===== config.mk =====
export PLATFORM = sky130hd
export DESIGN_NAME = uart_rx_param
export DESIGN_NICKNAME = d
export VERILOG_FILES = /design/src/rtl/uart_rx_param.sv
export SDC_FILE = /design/constraint.sdc
export NUM_CORES = 1
export LEC_CHECK = 0
export CORE_UTILIZATION = 30
export CTS_CLUSTER_DIAMETER = 30
export DETAILED_ROUTE_END_ITERATION = 12
export PLACE_DENSITY_LB_ADDON = 0.25
export REMOVE_ABC_BUFFERS = 1
export SLEW_MARGIN = 20
export SYNTH_ARGS = -nofsm -noshare
export SYNTH_HDL_FRONTEND = slang
export SYNTH_SLANG_ARGS = --single-unit

===== constraint.sdc =====
create_clock -name clk -period 1.75 [get_ports clk]
set_input_delay 0.35 -clock clk [delete_from_list [all_inputs] [get_ports clk]]
set_output_delay 0.35 -clock clk [all_outputs]
set_load 0.01 [all_outputs]

===== src/rtl/uart_rx_param.sv =====
// Parametrised UART receiver: 2-flop synchroniser, start-glitch rejection, framing/overrun
// reporting, FIFO write via w_en/full. Define UART_RX_PARITY_EN to add a parity bit check.
module uart_rx_param #(
  parameter int CLK_FREQ   = 50000000,
  parameter int BAUD_RATE  = 115200,
  parameter int DATA_BITS  = 8,
  parameter int STOP_BITS  = 1,
  parameter int PARITY_ODD = 0
) (
  input  logic                 clk,
  input  logic                 rst_n,
  input  logic                 rx,
  input  logic                 full,
  output logic                 w_en,
  output logic [DATA_BITS-1:0] data_out,
  output logic                 parity_err,
  output logic                 frame_err,
  output logic                 overrun_err,
  output logic                 busy
);
  localparam int CPB  = CLK_FREQ / BAUD_RATE;
  localparam int CW   = $clog2(CPB);
  localparam int HALF = CPB / 2;
  localparam logic [CW-1:0] HALF_M1 = CW'(HALF - 1);
  localparam logic [CW-1:0] CPB_M1  = CW'(CPB - 1);
  localparam logic [3:0]    DB_M1   = 4'(DATA_BITS - 1);
  localparam logic [3:0]    SB_M1   = 4'(STOP_BITS - 1);

  typedef enum logic [2:0] {
    S_IDLE,
    S_START,
    S_DATA,
`ifdef UART_RX_PARITY_EN
    S_PARITY,
`endif
    S_STOP
  } state_t;

  state_t                 state, nxt;
  logic                   rx_meta, rx_s, rx_d;
  logic [CW-1:0]          cnt;
  logic [3:0]             bit_cnt;
  logic [DATA_BITS-1:0]   sh;
  logic                   frame_q, done_q;
  logic                   tick, enter, fin;

  always_ff @(posedge clk or negedge rst_n) begin
    if (!rst_n) state <= S_IDLE;
    else        state <= nxt;
  end

  // tick: a mid-bit sample this cycle; enter: a state change that restarts the counters
  always_comb begin
    nxt   = state;
    tick  = 1'b0;
    enter = 1'b0;
    fin   = 1'b0;
    case (state)
      S_IDLE: if (rx_d && !rx_s) begin
        nxt   = S_START;
        enter = 1'b1;
      end
      S_START: if (cnt == HALF_M1) begin
        tick  = 1'b1;
        enter = 1'b1;
        nxt   = rx_s ? S_IDLE : S_DATA;
      end
      S_DATA: if (cnt == CPB_M1) begin
        tick = 1'b1;
        if (bit_cnt == DB_M1) begin
          enter = 1'b1;
`ifdef UART_RX_PARITY_EN
          nxt   = S_PARITY;
`else
          nxt   = S_STOP;
`endif
        end
      end
`ifdef UART_RX_PARITY_EN
      S_PARITY: if (cnt == CPB_M1) begin
        tick  = 1'b1;
        enter = 1'b1;
        nxt   = S_STOP;
      end
`endif
      S_STOP: if (cnt == CPB_M1) begin
        tick = 1'b1;
        if (bit_cnt == SB_M1) begin
          enter = 1'b1;
          fin   = 1'b1;
          nxt   = S_IDLE;
        end
      end
      default: nxt = S_IDLE;
    endcase
  end

  always_ff @(posedge clk or negedge rst_n) begin
    if (!rst_n) begin
      rx_meta  <= 1'b1;
      rx_s     <= 1'b1;
      rx_d     <= 1'b1;
      cnt      <= '0;
      bit_cnt  <= '0;
      sh       <= '0;
      frame_q  <= 1'b0;
      done_q   <= 1'b0;
      data_out <= '0;
    end else begin
      rx_meta <= rx;
      rx_s    <= rx_meta;
      rx_d    <= rx_s;
      if (state == S_IDLE || enter || tick) cnt <= '0;
      else                                  cnt <= cnt + 1'b1;
      if (enter)     bit_cnt <= '0;
      else if (tick) bit_cnt <= bit_cnt + 1'b1;
      if (state == S_DATA && tick) sh <= {rx_s, sh[DATA_BITS-1:1]};
      if (state == S_START)                   frame_q <= 1'b0;
      else if (state == S_STOP && tick && !rx_s) frame_q <= 1'b1;
      done_q <= fin;
      // loaded at the last stop sample so it is valid throughout the completion cycle
      if (fin) data_out <= sh;
    end
  end

  // completion outcomes; full only matters in the cycle done_q is high
  assign busy        = (state != S_IDLE);
  assign frame_err   = done_q & frame_q;
  assign overrun_err = done_q & ~frame_q & full;
  assign w_en        = done_q & ~frame_q & ~full;

`ifdef UART_RX_PARITY_EN
  logic par_q;
  always_ff @(posedge clk or negedge rst_n) begin
    if (!rst_n)                              par_q <= 1'b0;
    else if (state == S_START)               par_q <= 1'b0;
    else if (state == S_PARITY && tick)      par_q <= ^sh ^ rx_s ^ 1'(PARITY_ODD);
  end
  assign parity_err = w_en & par_q;
`else
  localparam int unused_parity_odd = PARITY_ODD;
  assign parity_err = 1'b0;
`endif

endmodule


==> impl_metrics.ini, run 1 <==
[clock_tree]
cts_buffers = 5
clk_latency_ps = 280
path_clk_slew_ps = 70
cts.sinks = 36
holdBufCountCts = 0
cts_tree = done
clock-root-buffer = clkbuf_8
clockBufferDepth = 2
cts_max_level = 2

[placed_design]
io_buffers = 15
gp_congestion = 0.802
dp_hpwl_um = 2450
place_area_um2 = 2020

[logic_synthesis]
ys_seq_elements = 36
yosys_warnings = 0
synth-simple-area-share_pct = 25.2
synth_top_family_by_area = simple AND/OR/NAND/NOR gates
synth_compound_area_share_pct = 4.41
yosys-mux-area-fraction_pct = 5.13
seq_area_frac_synth_pct = 52.3
yosys.area_share.xor_xnor_pct = 4.56
syn_area_um2 = 1730
synthFlopType = dfrtp_1
synthCells = 158
synth_area_per_cell_um2 = 11.0
synthAdderAreaFrac_pct = 3.62
ys_types = 41
async_reset_ff_share_pct = 100
synth_edf_count = 0

[critical_path]
crit_path_start_kind = flop
cp_data_arrival_time_ps = 1910
crit_type = flop to flop
cp_max_fo = 8
crit_path_end_kind = flop
crit_required_ps = 1970

[floorplan]
fp.dieW_um = 77.9
rows = 27
fp.coreArea_um2 = 5540
dieHeight_um = 77.9
start_util_pct = 31.2
ios = 17
dieArea_um2 = 6080

[sta]
finalCritPeriodShare_pct = 96.9
setup_viol = 0
drv_slew = 0
rsz0062_at_grt = no
finalClockSkew_ps = 2.69
whs_ps = 366
min_period_ps = 1700
fmax_mhz = 589
finalHoldViolCount = 0

[grt]
grt_pass1_wl_um = 5750
grt_pass1_vias = 1288
overflow = 0
grt_max_degree = 37
grt_antenna_before_repair = 0
track_usage_pct = 12.3

[layout]
antenna_cells = 0
design_area_um2 = 2140
fill_cells = 569
area_delta_synth_final_pct = 23.5
nNetsFinal = 199
layout-drive-gt1-share_pct = 25.3

[power]
p_leak_nw = 1.02
power_density_nw_per_um2 = 989
ir_drop_mv = 0.612
power_w = 0.00211

[run_status]
status = complete, no violations

[drt]
ant_nets = 0
first_iter_violations = 52
routed_wl_um = 3260
wire_per_inst_um = 12.4
drcViolationCount = 0
viasPerCell = 4.74
first_pass_iters = 4
vias = 1243

[min_path]
worstHoldPathType = flop to flop

[run]
cap_violations = 0
logic make-up (layout without fill, tap and decap cells):
| family | count (synthesis) | count (layout) |
|---|---|---|
| xor+xnor | 9 | 9 |
| fa+ha+maj | 5 | 5 |
| buf+inv | 14 | 46 |
| compound gates | 11 | 11 |
| flops | 36 | 36 |
| mux | 8 | 8 |
| other cells | 1 | 1 |
| simple gates | 74 | 74 |
Yosys cell counts, drive strengths merged, types with 4 or more instances:
cell type,n,share of area [%]
nand3,4,1.2
ha,5,3.6
nand4,6,2.5
buf,4,2.4
nor2,13,4.3
xnor2,7,3.5
mux2,7,4.6
nand2,29,6.3
dfrtp,33,48
inv,9,2.0
worst max-delay path, cell delays in order, from the launching register on:
cell and delay (ps):
dfrtp_1 400, ha_1 220, and4bb_1 220, and3_4 170
or3_1 320, buf_4 200, nor2_2 110
what timing repair did:
item                       in CTS  in global routing
resized for setup               3                  2
buffers inserted                0                  4
pin swaps                       1                  1
setup endpoints to repair       3                 11
sequential cells by signal, indices dropped and copies added (netlist names):
name / count
cnt: 9
rx_d: 1
rx_s: 1
frame_q: 1
bit_cnt: 4
done_q: 1
state: 2
rx_meta: 1
data_out: 8
sh: 8
stage by stage:
| step | worst slack (ps) | TNS, ps | util (%) | instances |
|---|---|---|---|---|
| after CTS | 4.81 | 0 | 37.9 | 258 |
| after global routing | 0.0859 | 0 | 38.6 | 262 |
| final | 53.4 | 0 | 38.6 | 262 |
| after floorplan | 26.9 | 0 | - | 153 |
| after detailed placement | -135 | -257 | 36.5 | 251 |
| after global placement | -101 | -200 | 36.5 | 251 |
routing by layer:
metal	wire length, µm	up-vias	track usage, %
met5	0	-	0
met4	48	0	5.37
met3	89	7	3.18
met2	1680	18	22.4
met1	1440	605	13.3
li1	-	613	-
cell type report:
class	instances	area, µm²	share of cell area (%)
sequential	36	905	42.3
timing repair buffer	30	275	12.9
multi-input combinational	108	756	35.4
clock buffer	6	72.6	3.40
clock inverter	1	5.00	0.234
tap	72	90.1	4.22
inverter	9	33.8	1.58
layout by cell type, fill, tap and decap left out, drive strengths merged, types with 2 or more instances in the layout:
cell and count:
dfrtp 33, nand2 29, buf 15, nor2 13, clkdlybuf4s50 12, inv 9, xnor2 7, mux2 7
nand4 6, clkbuf 6, ha 5, nand3 4, a31oi 3, a21oi 3, dfstp 3, and4b 3
and4bb 3, nor4b 3, nor3 2, xor2 2, and2 2, a21o 2, dlygate4sd2 2, and3 2
path summary, 6_finish.rpt:
path / from / endpoint / slack, ps / cells past startpoint
min in group asynchronous: rst_n / data_out[0]$_DFFE_PN0P_ / 450 / 2
max: cnt[0]$_DFF_PN0_ / cnt[3]$_DFF_PN0_ / 50 / 6
min: rx_meta$_DFF_PN1_ / rx_s$_DFF_PN1_ / 370 / 0
max reg2reg: cnt[0]$_DFF_PN0_ / cnt[3]$_DFF_PN0_ / 50 / 6
min reg2reg: rx_meta$_DFF_PN1_ / rx_s$_DFF_PN1_ / 370 / 0
max in group asynchronous: rst_n / rx_d$_DFF_PN1_ / 1050 / 2
report_power, final:
part	switching (W)	internal [W]	leakage (nW)
Clock	0.000263	0.000270	0.0410
Sequential	0.0000783	0.000903	0.484
Combinational	0.000307	0.000294	0.496
Total	0.000648	0.00147	1.02
Note: power is estimated with default switching activity, not from simulation.
==> inputs of run 2 (changes only) <==
Settings changed: ABC_AREA set to 0, CORE_MARGIN set to 2.
==> run 2 against run 1 <==
Effect of this change:
- fmax is 0.36% lower
- global-route usage is 0.63 points lower
- clock skew is 3.6 ps higher
- die area is 5.2% higher
- register-to-register slack hardly changed
- combinational power is 2% lower
- sequential power hardly changed
- clock power is 48% higher
- sequential share of layout area is 1.0 points lower
- power is 11% higher
- non-clock buffer count is 3 lower
- largest cell class unchanged
==> impl_metrics.ini, run 2 (synthesis gave the netlist of run 1 again) <==
[sta]
timing.setup.tns_ps = 0
min_period_ps = 1700
fmax_mhz = 587
finalHoldViolCount = 0
whs_ps = 370
finalClockSkew_ps = 6.29
drv_slew = 0
setup_viol = 0
finalCritPeriodShare_pct = 97.3

[grt]
overflow = 0
grt_pass1_wl_um = 5750
grt_antenna_before_repair = 0
track_usage_pct = 11.6
grt_pass1_vias = 1295
grt_max_degree = 37

[critical_path]
cp_cell_sequence = inv_1 > ha_1 > nor4b_2 > buf_4 > a31oi_2 > o211ai_4 > a41o_1
crit_required_ps = 1930
crit_start = cnt[0]$_DFF_PN0_
crit_path_top_delay_cell = dfrtp_1
crit_path_start_kind = flop
cp_data_arrival_time_ps = 1880
slowest_delay_ps = 380
crit_type = flop to flop
crit_path_end_kind = flop
cp_max_fo = 6
r2r-start = cnt[0]$_DFF_PN0_

[placed_design]
dp_hpwl_um = 2470
io_buffers = 15
place_area_um2 = 2020
gp_congestion = 0.786
dp_cells = 251

[floorplan]
dieArea_um2 = 6390
ios = 17
rows = 27
fp.dieW_um = 79.9
fp.coreArea_um2 = 5540
start_util_pct = 31.2
dieHeight_um = 79.9

[run]
cap_violations = 0

[clock_tree]
clk_latency_ps = 280
cts_buffers = 5
holdBufCountCts = 0
cts_max_level = 2
clock-root-buffer = clkbuf_8
path_clk_slew_ps = 70
cts.sinks = 36
cts_tree = done
clockBufferDepth = 2

[drt]
vias = 1217
wire_per_inst_um = 12.8
routed_wl_um = 3340
viasPerCell = 4.68
first_iter_violations = 55
first_pass_iters = 4
ant_nets = 0
drcViolationCount = 0

[power]
switching_share_pct = 28.6
ir_drop_mv = 0.644
intPower_w = 0.00168
comb_power_share_pct = 24.8
power_density_nw_per_um2 = 1080
p_seq_share_pct = 41.6
net-switching-power_w = 0.000674
p_clk_share_pct = 33.5
p_leak_nw = 1.02

[layout]
reg_top3 = cnt: 9 flops, data_out: 8 flops, sh: 8 flops
top_register = cnt
largest_reg_flops = 9
utilization_pct = 39.5
nNetsFinal = 196
layout-drive-gt1-share_pct = 26.6
stdcell_count = 260
most-common-layout-cells = 33 x dfrtp_1, 29 x nand2_1, 12 x clkdlybuf4s50_1, 9 x inv_1, 9 x buf_4
antenna_cells = 0
final_common_cell = dfrtp_1
design_area_um2 = 2190
area_delta_synth_final_pct = 26.6

[min_path]
worstHoldPathType = flop to flop
hold_start = rx_meta$_DFF_PN1_

[run_status]
status = complete, no violations
run 2: per-stage QoR:
stage               worst slack, ps  power [W]
floorplan                      26.9    0.00128
finish                         47.4    0.00236
global route                  -38.6    0.00249
global placement               -102    0.00152
CTS                            17.3    0.00235
detailed placement             -131    0.00155
run 2: per-layer routing:
layer	track usage [%]	share of wire [%]	vias up	routed length [µm]
met1	12.4	44	595	1460
li1	-	-	595	-
met5	0	0	-	0
met4	5.08	1.5	0	51
met2	21.2	52	20	1730
met3	3.39	3.1	7	105
run 2: layout make-up:
type,instances,area [µm²]
Clock buffer,7,96.3
Clock inverter,1,30.0
Fill cell,565,3350
Inverter,9,33.8
Multi-Input combinational cell,108,779
Sequential cell,36,905
Tap cell,72,90.1
Timing Repair Buffer,27,256
run 2: what timing repair did:
| action | 4_1_cts | 5_1_grt |
|---|---|---|
| pin swaps | 1 | 2 |
| buffers inserted | 0 | 1 |
| endpoints found under the setup margin | 3 | 17 |
| gates resized for setup | 4 | 7 |
run 2: worst paths after layout:
| check | to | slack [ps] | depth (start not counted) |
|---|---|---|---|
| worst max register to register | state[1]$_DFFE_PN0P_ | 50 | 7 |
| min in group asynchronous | data_out[0]$_DFFE_PN0P_ | 450 | 2 |
| worst min register to register | rx_s$_DFF_PN1_ | 370 | 0 |
| worst min-delay path | rx_s$_DFF_PN1_ | 370 | 0 |
| max in group asynchronous | rx_s$_DFF_PN1_ | 1050 | 2 |
| worst max-delay path | state[1]$_DFFE_PN0P_ | 50 | 7 |
run 2: critical path: cells and delay by family, from the launching register on:
family	cells	cell delay [ps]
DFF	1	380
and+or+nand+nor	1	160
adders and majority gates	1	220
AOI/OAI and AO/OA	3	630
buffers and inverters	2	200
run 2: power groups by stage:
| stage | Sequential [W] | Clock [W] | Combinational, W |
|---|---|---|---|
| finish | 0.000981 | 0.000790 | 0.000585 |
| global route | 0.000992 | 0.000851 | 0.000647 |
| CTS | 0.000979 | 0.000813 | 0.000554 |
| detailed placement | 0.000988 | 0 | 0.000558 |
| global placement | 0.000984 | 0 | 0.000534 |
| floorplan | 0.00100 | 0 | 0.000283 |
